===== config.mk =====
export PLATFORM = sky130hd
export DESIGN_NAME = eth_reg_sequencer
export DESIGN_NICKNAME = d
export VERILOG_FILES = /design/src/rtl/eth_seq_pkg.sv /design/src/rtl/eth_reg_sequencer.sv
export SDC_FILE = /design/constraint.sdc
export NUM_CORES = 1
export LEC_CHECK = 0
export CORE_UTILIZATION = 25
export DETAILED_ROUTE_END_ITERATION = 8
export PLACE_DENSITY = 0.55
export SYNTH_ARGS = -nofsm -noshare
export SYNTH_HDL_FRONTEND = slang
export SYNTH_SLANG_ARGS = --single-unit

===== constraint.sdc =====
create_clock -name clk40m -period 9.9 [get_ports clk40m]
set_input_delay 1.485 -clock clk40m [delete_from_list [all_inputs] [get_ports clk40m]]
set_output_delay 1.485 -clock clk40m [all_outputs]
set_load 0.005 [all_outputs]

===== src/rtl/eth_seq_pkg.sv =====
// Shared definitions for the register-bus command sequencer and its table.
// Holds op codes, the engine Wait-state encoding, entry field layout and FSM states.
// Optional feature macro used by the sequencer: ETH_SEQ_DUMMY_EN (address-phase skipping).
package eth_seq_pkg;

  // One table entry: op[42:41] offset[40:33] length[32] data[31:16] mask[15:0]
  localparam int ENTRY_W = 43;

  localparam int OP_HI   = 42;
  localparam int OP_LO   = 41;
  localparam int OFF_HI  = 40;
  localparam int OFF_LO  = 33;
  localparam int LEN_BIT = 32;
  localparam int DATA_HI = 31;
  localparam int DATA_LO = 16;
  localparam int MASK_HI = 15;
  localparam int MASK_LO = 0;

  localparam logic [1:0] OP_WRITE = 2'd0;
  localparam logic [1:0] OP_READ  = 2'd1;
  localparam logic [1:0] OP_POLL  = 2'd2;
  localparam logic [1:0] OP_END   = 2'd3;

  // Engine state output value meaning "idle, ready for NewCommand"
  localparam logic [3:0] REGIO_WAIT = 4'b1001;

  typedef enum logic [3:0] {
    S_IDLE,
    S_FETCH,
    S_DECODE,
    S_ISSUE,
    S_WAIT_START,
    S_WAIT_DONE,
    S_CHECK,
    S_FINISH,
    S_ERROR
  } seq_state_t;

  // Builds a table entry in the layout above.
  function automatic logic [ENTRY_W-1:0] mk_entry(
    input logic [1:0]  op,
    input logic [7:0]  off,
    input logic        len,
    input logic [15:0] dat,
    input logic [15:0] msk
  );
    return {op, off, len, dat, msk};
  endfunction

endpackage


===== src/rtl/eth_reg_sequencer.sv =====
// Command sequencer feeding the register bus engine: walks a WRITE/READ/POLL/END table,
// one access at a time. Ports: start/busy/done/err/err_pc (host), rom_addr/rom_data (table,
// 1-cycle registered read), rd_valid/rd_data/rd_pc (READ results), WR/offset/length/writeData/
// NewCommand/Dummy_Write/Dummy_Read (to engine), readData/regio_state (from engine).
// Macro ETH_SEQ_DUMMY_EN: repeat accesses to the same offset/length skip the address phase.
// The enclosing system level inverts reset for the engine's active-low reset input.
module eth_reg_sequencer
  import eth_seq_pkg::*;
#(
  parameter int AW       = 5,
  parameter int POLL_MAX = 1000
) (
  input  logic               clk40m,
  input  logic               reset,
  input  logic               start,
  output logic               busy,
  output logic               done,
  output logic               err,
  output logic [AW-1:0]      err_pc,
  output logic [AW-1:0]      rom_addr,
  input  logic [ENTRY_W-1:0] rom_data,
  output logic               rd_valid,
  output logic [15:0]        rd_data,
  output logic [AW-1:0]      rd_pc,
  output logic               WR,
  output logic [7:0]         offset,
  output logic               length,
  output logic [15:0]        writeData,
  output logic               NewCommand,
  output logic               Dummy_Write,
  output logic               Dummy_Read,
  input  logic [15:0]        readData,
  input  logic [3:0]         regio_state
);

  localparam int PCW = $clog2(POLL_MAX + 1);
  localparam logic [PCW-1:0] POLL_LAST = PCW'(POLL_MAX - 1);
  localparam logic [AW-1:0]  PC_LAST   = '1;

  seq_state_t state, state_nxt;

  logic [AW-1:0]  pc, pc_nxt;
  logic [PCW-1:0] poll_cnt, poll_cnt_nxt;
  logic [1:0]     ent_op, ent_op_nxt;
  logic [15:0]    ent_data, ent_data_nxt;
  logic [15:0]    ent_mask, ent_mask_nxt;
  logic [15:0]    rd_latch, rd_latch_nxt;

  logic           busy_nxt, done_nxt, err_nxt;
  logic [AW-1:0]  err_pc_nxt;
  logic           rd_valid_nxt;
  logic [15:0]    rd_data_nxt;
  logic [AW-1:0]  rd_pc_nxt;
  logic           wr_nxt, length_nxt, newcmd_nxt;
  logic [7:0]     offset_nxt;
  logic [15:0]    wdata_nxt;

  logic           engine_wait;
  logic           start_ok;
  logic           issue_fire;
  logic           poll_hit;
  logic           advance;
  logic           fail;
  logic [1:0]     rom_op;

  assign engine_wait = (regio_state == REGIO_WAIT);
  assign rom_op      = rom_data[OP_HI:OP_LO];
  // FINISH and ERROR already show busy low, so a start there is a legitimate new run.
  assign start_ok    = start && (state == S_IDLE || state == S_FINISH || state == S_ERROR);
  assign issue_fire  = (state == S_ISSUE) && engine_wait;
  // The table is addressed straight from pc so the entry is valid in DECODE.
  assign rom_addr    = pc;

  always_ff @(posedge clk40m or posedge reset) begin
    if (reset) begin
      state      <= S_IDLE;
      pc         <= '0;
      poll_cnt   <= '0;
      ent_op     <= '0;
      ent_data   <= '0;
      ent_mask   <= '0;
      rd_latch   <= '0;
      busy       <= 1'b0;
      done       <= 1'b0;
      err        <= 1'b0;
      err_pc     <= '0;
      rd_valid   <= 1'b0;
      rd_data    <= '0;
      rd_pc      <= '0;
      WR         <= 1'b0;
      offset     <= '0;
      length     <= 1'b0;
      writeData  <= '0;
      NewCommand <= 1'b0;
    end else begin
      state      <= state_nxt;
      pc         <= pc_nxt;
      poll_cnt   <= poll_cnt_nxt;
      ent_op     <= ent_op_nxt;
      ent_data   <= ent_data_nxt;
      ent_mask   <= ent_mask_nxt;
      rd_latch   <= rd_latch_nxt;
      busy       <= busy_nxt;
      done       <= done_nxt;
      err        <= err_nxt;
      err_pc     <= err_pc_nxt;
      rd_valid   <= rd_valid_nxt;
      rd_data    <= rd_data_nxt;
      rd_pc      <= rd_pc_nxt;
      WR         <= wr_nxt;
      offset     <= offset_nxt;
      length     <= length_nxt;
      writeData  <= wdata_nxt;
      NewCommand <= newcmd_nxt;
    end
  end

  always_comb begin
    state_nxt    = state;
    pc_nxt       = pc;
    poll_cnt_nxt = poll_cnt;
    ent_op_nxt   = ent_op;
    ent_data_nxt = ent_data;
    ent_mask_nxt = ent_mask;
    rd_latch_nxt = rd_latch;
    busy_nxt     = busy;
    done_nxt     = 1'b0;
    err_nxt      = err;
    err_pc_nxt   = err_pc;
    rd_valid_nxt = 1'b0;
    rd_data_nxt  = rd_data;
    rd_pc_nxt    = rd_pc;
    wr_nxt       = WR;
    offset_nxt   = offset;
    length_nxt   = length;
    wdata_nxt    = writeData;
    newcmd_nxt   = 1'b0;
    poll_hit     = ((rd_latch & ent_mask) == (ent_data & ent_mask));
    advance      = 1'b0;
    fail         = 1'b0;

    case (state)
      S_IDLE, S_FINISH, S_ERROR: begin
        state_nxt = S_IDLE;
        if (start_ok) begin
          pc_nxt       = '0;
          poll_cnt_nxt = '0;
          err_nxt      = 1'b0;
          busy_nxt     = 1'b1;
          state_nxt    = S_FETCH;
        end
      end

      S_FETCH: state_nxt = S_DECODE;

      S_DECODE: begin
        ent_op_nxt   = rom_op;
        ent_data_nxt = rom_data[DATA_HI:DATA_LO];
        ent_mask_nxt = rom_data[MASK_HI:MASK_LO];
        if (rom_op == OP_END) begin
          // done shows up in FINISH with busy already low
          done_nxt  = 1'b1;
          busy_nxt  = 1'b0;
          state_nxt = S_FINISH;
        end else begin
          wr_nxt     = (rom_op == OP_WRITE);
          offset_nxt = rom_data[OFF_HI:OFF_LO];
          length_nxt = rom_data[LEN_BIT];
          wdata_nxt  = rom_data[DATA_HI:DATA_LO];
          state_nxt  = S_ISSUE;
        end
      end

      S_ISSUE: begin
        if (engine_wait) begin
          newcmd_nxt = 1'b1;
          state_nxt  = S_WAIT_START;
        end
      end

      // The engine may still report Wait while it samples NewCommand.
      S_WAIT_START: begin
        if (!engine_wait) state_nxt = S_WAIT_DONE;
      end

      S_WAIT_DONE: begin
        if (engine_wait) begin
          rd_latch_nxt = readData;
          state_nxt    = S_CHECK;
        end
      end

      S_CHECK: begin
        case (ent_op)
          OP_READ: begin
            rd_valid_nxt = 1'b1;
            rd_data_nxt  = rd_latch;
            rd_pc_nxt    = pc;
            advance      = 1'b1;
          end
          OP_POLL: begin
            if (poll_hit) begin
              poll_cnt_nxt = '0;
              advance      = 1'b1;
            end else if (poll_cnt == POLL_LAST) begin
              fail = 1'b1;
            end else begin
              poll_cnt_nxt = poll_cnt + 1'b1;
              state_nxt    = S_ISSUE;
            end
          end
          default: advance = 1'b1;
        endcase

        // Running off the end of the table without END is a table error, not a wrap.
        if (advance) begin
          if (pc == PC_LAST) begin
            fail = 1'b1;
          end else begin
            pc_nxt    = pc + 1'b1;
            state_nxt = S_FETCH;
          end
        end

        if (fail) begin
          err_nxt    = 1'b1;
          err_pc_nxt = pc;
          busy_nxt   = 1'b0;
          state_nxt  = S_ERROR;
        end
      end

      default: state_nxt = S_IDLE;
    endcase
  end

`ifdef ETH_SEQ_DUMMY_EN
  // Address of the previous access in this run; cleared on every accepted start.
  logic       prev_vld;
  logic [7:0] prev_offset;
  logic       prev_length;
  logic       same_addr;
  logic       poll_retry;

  assign same_addr  = prev_vld && (offset == prev_offset) && (length == prev_length);
  // poll_cnt is only non-zero while re-reading a POLL register
  assign poll_retry = (poll_cnt != '0);

  always_ff @(posedge clk40m or posedge reset) begin
    if (reset) begin
      prev_vld    <= 1'b0;
      prev_offset <= '0;
      prev_length <= 1'b0;
      Dummy_Write <= 1'b0;
      Dummy_Read  <= 1'b0;
    end else begin
      Dummy_Write <= 1'b0;
      Dummy_Read  <= 1'b0;
      if (start_ok) begin
        prev_vld <= 1'b0;
      end else if (issue_fire) begin
        // Registered alongside NewCommand so both reach the engine in the same cycle
        Dummy_Write <= WR && same_addr && !poll_retry;
        Dummy_Read  <= !WR && (same_addr || poll_retry);
        prev_vld    <= 1'b1;
        prev_offset <= offset;
        prev_length <= length;
      end
    end
  end
`else
  logic unused_issue;
  assign unused_issue = issue_fire;
  assign Dummy_Write  = 1'b0;
  assign Dummy_Read   = 1'b0;
`endif

endmodule

==> flow_summary.yaml <==
worst_setup_path:
  crit_path_end_kind: "register"
  cp-start-kind: "input pin"
  crit_cells: 5
  path_buf_inv: 1
  worst_r2r_path_depth: 6
  cp.arrival_ns: 3.38
  path_class: "in -> reg"
  critPathSlowestCell: "or4b_4"
  cp_top_family: "simple AND/OR/NAND/NOR gates"
  path_max_fanout: 16
  slowest_delay_ns: 0.70
  path_cells: "clkdlybuf4s50_1 -> and4bb_2 -> nand2_2 -> or4b_4 -> mux2_4"
  worstPathRequired_ns: 10.19
global_routing:
  track_usage_pct: 12.7
  antenna_found_initial: 0
  overflow: 0
  first_global_vias: 3880
  grt_max_degree: 83
  grt_pass1_wl_um: 21000
synthesis:
  yosys.area.top_type: "dfrtp_1"
  synthFlopType: "dfrtp_1"
  synth_cells: 396
  yosysSeqAreaShare_pct: 58.5
  synth_commonest_cells: "126 x dfrtp_1, 88 x mux2_2, 28 x nand2_1, 20 x nor2_1, 18 x xor2_1"
  yosysMostFrequentCell: "dfrtp_1"
  ys_async_sr_fraction_pct: 100
  yosysWarningCount: 0
  synth_edf_count: 0
  syn_avg_cell_area_um2: 13.6
  synth_top_area_share_pct: 58.5
  ys_ff_latch: 126
  synth_top_cells_by_area: "dfrtp_1 58%, mux2_2 18%, xor2_1 2.9%, mux2_4 2.8%, nand2_1 1.9%"
  ys_types: 48
  syn_area_um2: 5390
sta:
  finalSetupViolCount: 0
  tightest_slew_ns: 1.08
  relSlewSlack_pct: 28.2
  finalCritPeriodShare_pct: 31.2
  finalCriticalPeriod_ns: 3.09
  setup_tns_ns: 0
  finalHoldViolCount: 0
  fmax_mhz: 324
  holdWs_ns: 0.487
  report.final.slew_viol_count: 0
  rsz0062_at_grt: "false"
  final.setup_skew_ns: 0.00796
placed_design:
  place_inst: 785
  place_hpwl_um: 9050
  numPortBuffers: 127
  place_congestion: 0.731
layout:
  fin_cells: 817
  area_growth_pct: 39.4
  diodes: 0
  nFillCells: 2089
  post_route_cells_drive_above_1_share_pct: 25.8
  nets: 598
power:
  power.share.combinational_pct: 29.0
  p_int_w: 0.00141
  ir_drop_mv: 0.115
  sw_frac_of_total_pct: 28.3
  p_sw_w: 0.000557
  cellLeakagePower_nw: 3.36
  total_power_w: 0.00197
  p_per_area_nw_per_um2: 262
  sequentialPowerShare_pct: 40.0
  pwr-share-clk_pct: 31.0
route:
  dr.pass1.iters: 4
  vias: 3555
  wl_per_cell_um: 16.0
  vias_per_cell: 4.35
  drt_iter0_drc: 132
  drc: 0
  routed_wl_um: 13100
  ant_nets: 0
clock_network:
  clock-sinks: 126
  post_cts_buffers: 0
  cts_hold_buffers: 0
  insertion_delay_ns: 0.41
  cts-root-buf: "clkbuf_16"
  cts_buffers: 17
  htree_levels: 4
  post_cts_resized: 0
  ctsLongestPathBuffers: 2
  cts_tree: "built"
  clkTransAtPathRegs_ns: 0.06
die:
  io_pins: 130
  dieArea_um2: 22200
  num_rows: 53
  die_w_um: 149
  die_h_um: 149
  initial_utilization_pct: 25.6
  fp.coreArea_um2: 21100
worst_hold_path:
  min_path_cells: 1
  min_path_type: "reg -> reg"
job:
  max-cap-violations: 0
outcome:
  run_status: "completed"
## sequential cells by signal (all words and copies together) (netlist names)
name	flops
ent_data	16
ent_mask	16
rd_data	16
rd_latch	16
writeData	16
poll_cnt	10
offset	8
err_pc	5
rd_pc	5
rom_addr	5
state	4
ent_op	2
NewCommand	1
WR	1
busy	1
done	1
err	1
length	1
rd_valid	1
## cell type report
cell class,count,area (um2),share of cell area [%]
inverters,4,20.0,0.266
multi-input cells,250,2130,28.3
flip-flops and latches,126,3150,42.0
repair buffers,130,1290,17.2
clock inverters,11,116,1.55
clock buffers,21,460,6.13
well taps,275,344,4.58
## power groups by stage
stage	logic [W]	registers [W]	clock network [W]
6_report	0.000571	0.000787	0.000611
5_1_grt	0.000625	0.000810	0.000651
4_1_cts	0.000588	0.000788	0.000628
3_5_place_dp	0.000586	0.000796	0
3_3_place_gp	0.000571	0.000787	0
2_1_floorplan	0.000338	0.000768	0
## per-layer routing
metal	global-route usage (%)	wire (um)	part of all wire, %	vias to the layer above
li1	-	-	-	1658
met1	15.7	5790	44	1816
met2	20.7	6560	50	71
met3	4.19	616	4.7	10
met4	4.29	138	1.1	0
met5	0	0	0	-
## stage by stage
stage                     utilization (%)  setup slack [ns]  instance area, um2
after floorplan                         -              5.06                5400
after CTS                            35.6              6.81                7510
after global routing                 35.6              6.70                7510
after global placement               32.9              6.39                6940
final                                35.6              6.81                7510
after detailed placement             32.9              6.38                6940
## path summary, 6_finish.rpt
| path | slack, ns | to | from |
|---|---|---|---|
| max | 6.81 | rd_latch[15]$_DFFE_PP0P_ | regio_state[2] |
| min | 0.49 | err$_DFFE_PP0P_ | err$_DFFE_PP0P_ |
| max reg2reg | 7.30 | err_pc[2]$_DFFE_PP0P_ | rd_latch[5]$_DFFE_PP0P_ |
| min reg2reg | 0.49 | err$_DFFE_PP0P_ | err$_DFFE_PP0P_ |
| max in group asynchronous | 7.01 | ent_data[11]$_DFFE_PP0P_ | reset |
| min in group asynchronous | 1.46 | rd_latch[2]$_DFFE_PP0P_ | reset |
## cell usage in the layout (no fill, tap or decap), drive strengths merged, types with 2 or more instances in the layout
cell,synthesis,routed
nand3,2,2
dfrtp,126,126
conb,1,2
mux2i,6,6
clkinv,0,6
xnor2,5,5
and4bb,2,2
xor2,18,18
a22oi,8,8
nand4,5,5
o21ai,8,8
and4,2,2
a21oi,5,5
nor2,20,20
inv,4,4
mux2,98,98
o211ai,2,2
a22o,2,2
nor2b,3,3
ha,3,3
buf,13,3
nand2b,7,7
and2,2,2
and3,4,4
clkbuf,4,21
clkdlybuf4s50,0,127
nor4,2,2
nor3,3,3
nand2,30,30
bufinv,0,2
clkinvlp,0,3
## cells by family after synthesis
family,count (synthesis),share of synthesized area [%]
and+or+nand+nor,88,8.68
xor gates and xnor gates,23,3.74
other,1,0.0696
DFF,126,58.5
adders and majority gates,3,0.696
muxes,104,22.3
AOI/OAI and AO/OA,30,3.69
buffers and inverters,21,2.30
No activity file was read; power rests on OpenSTA's default activity.
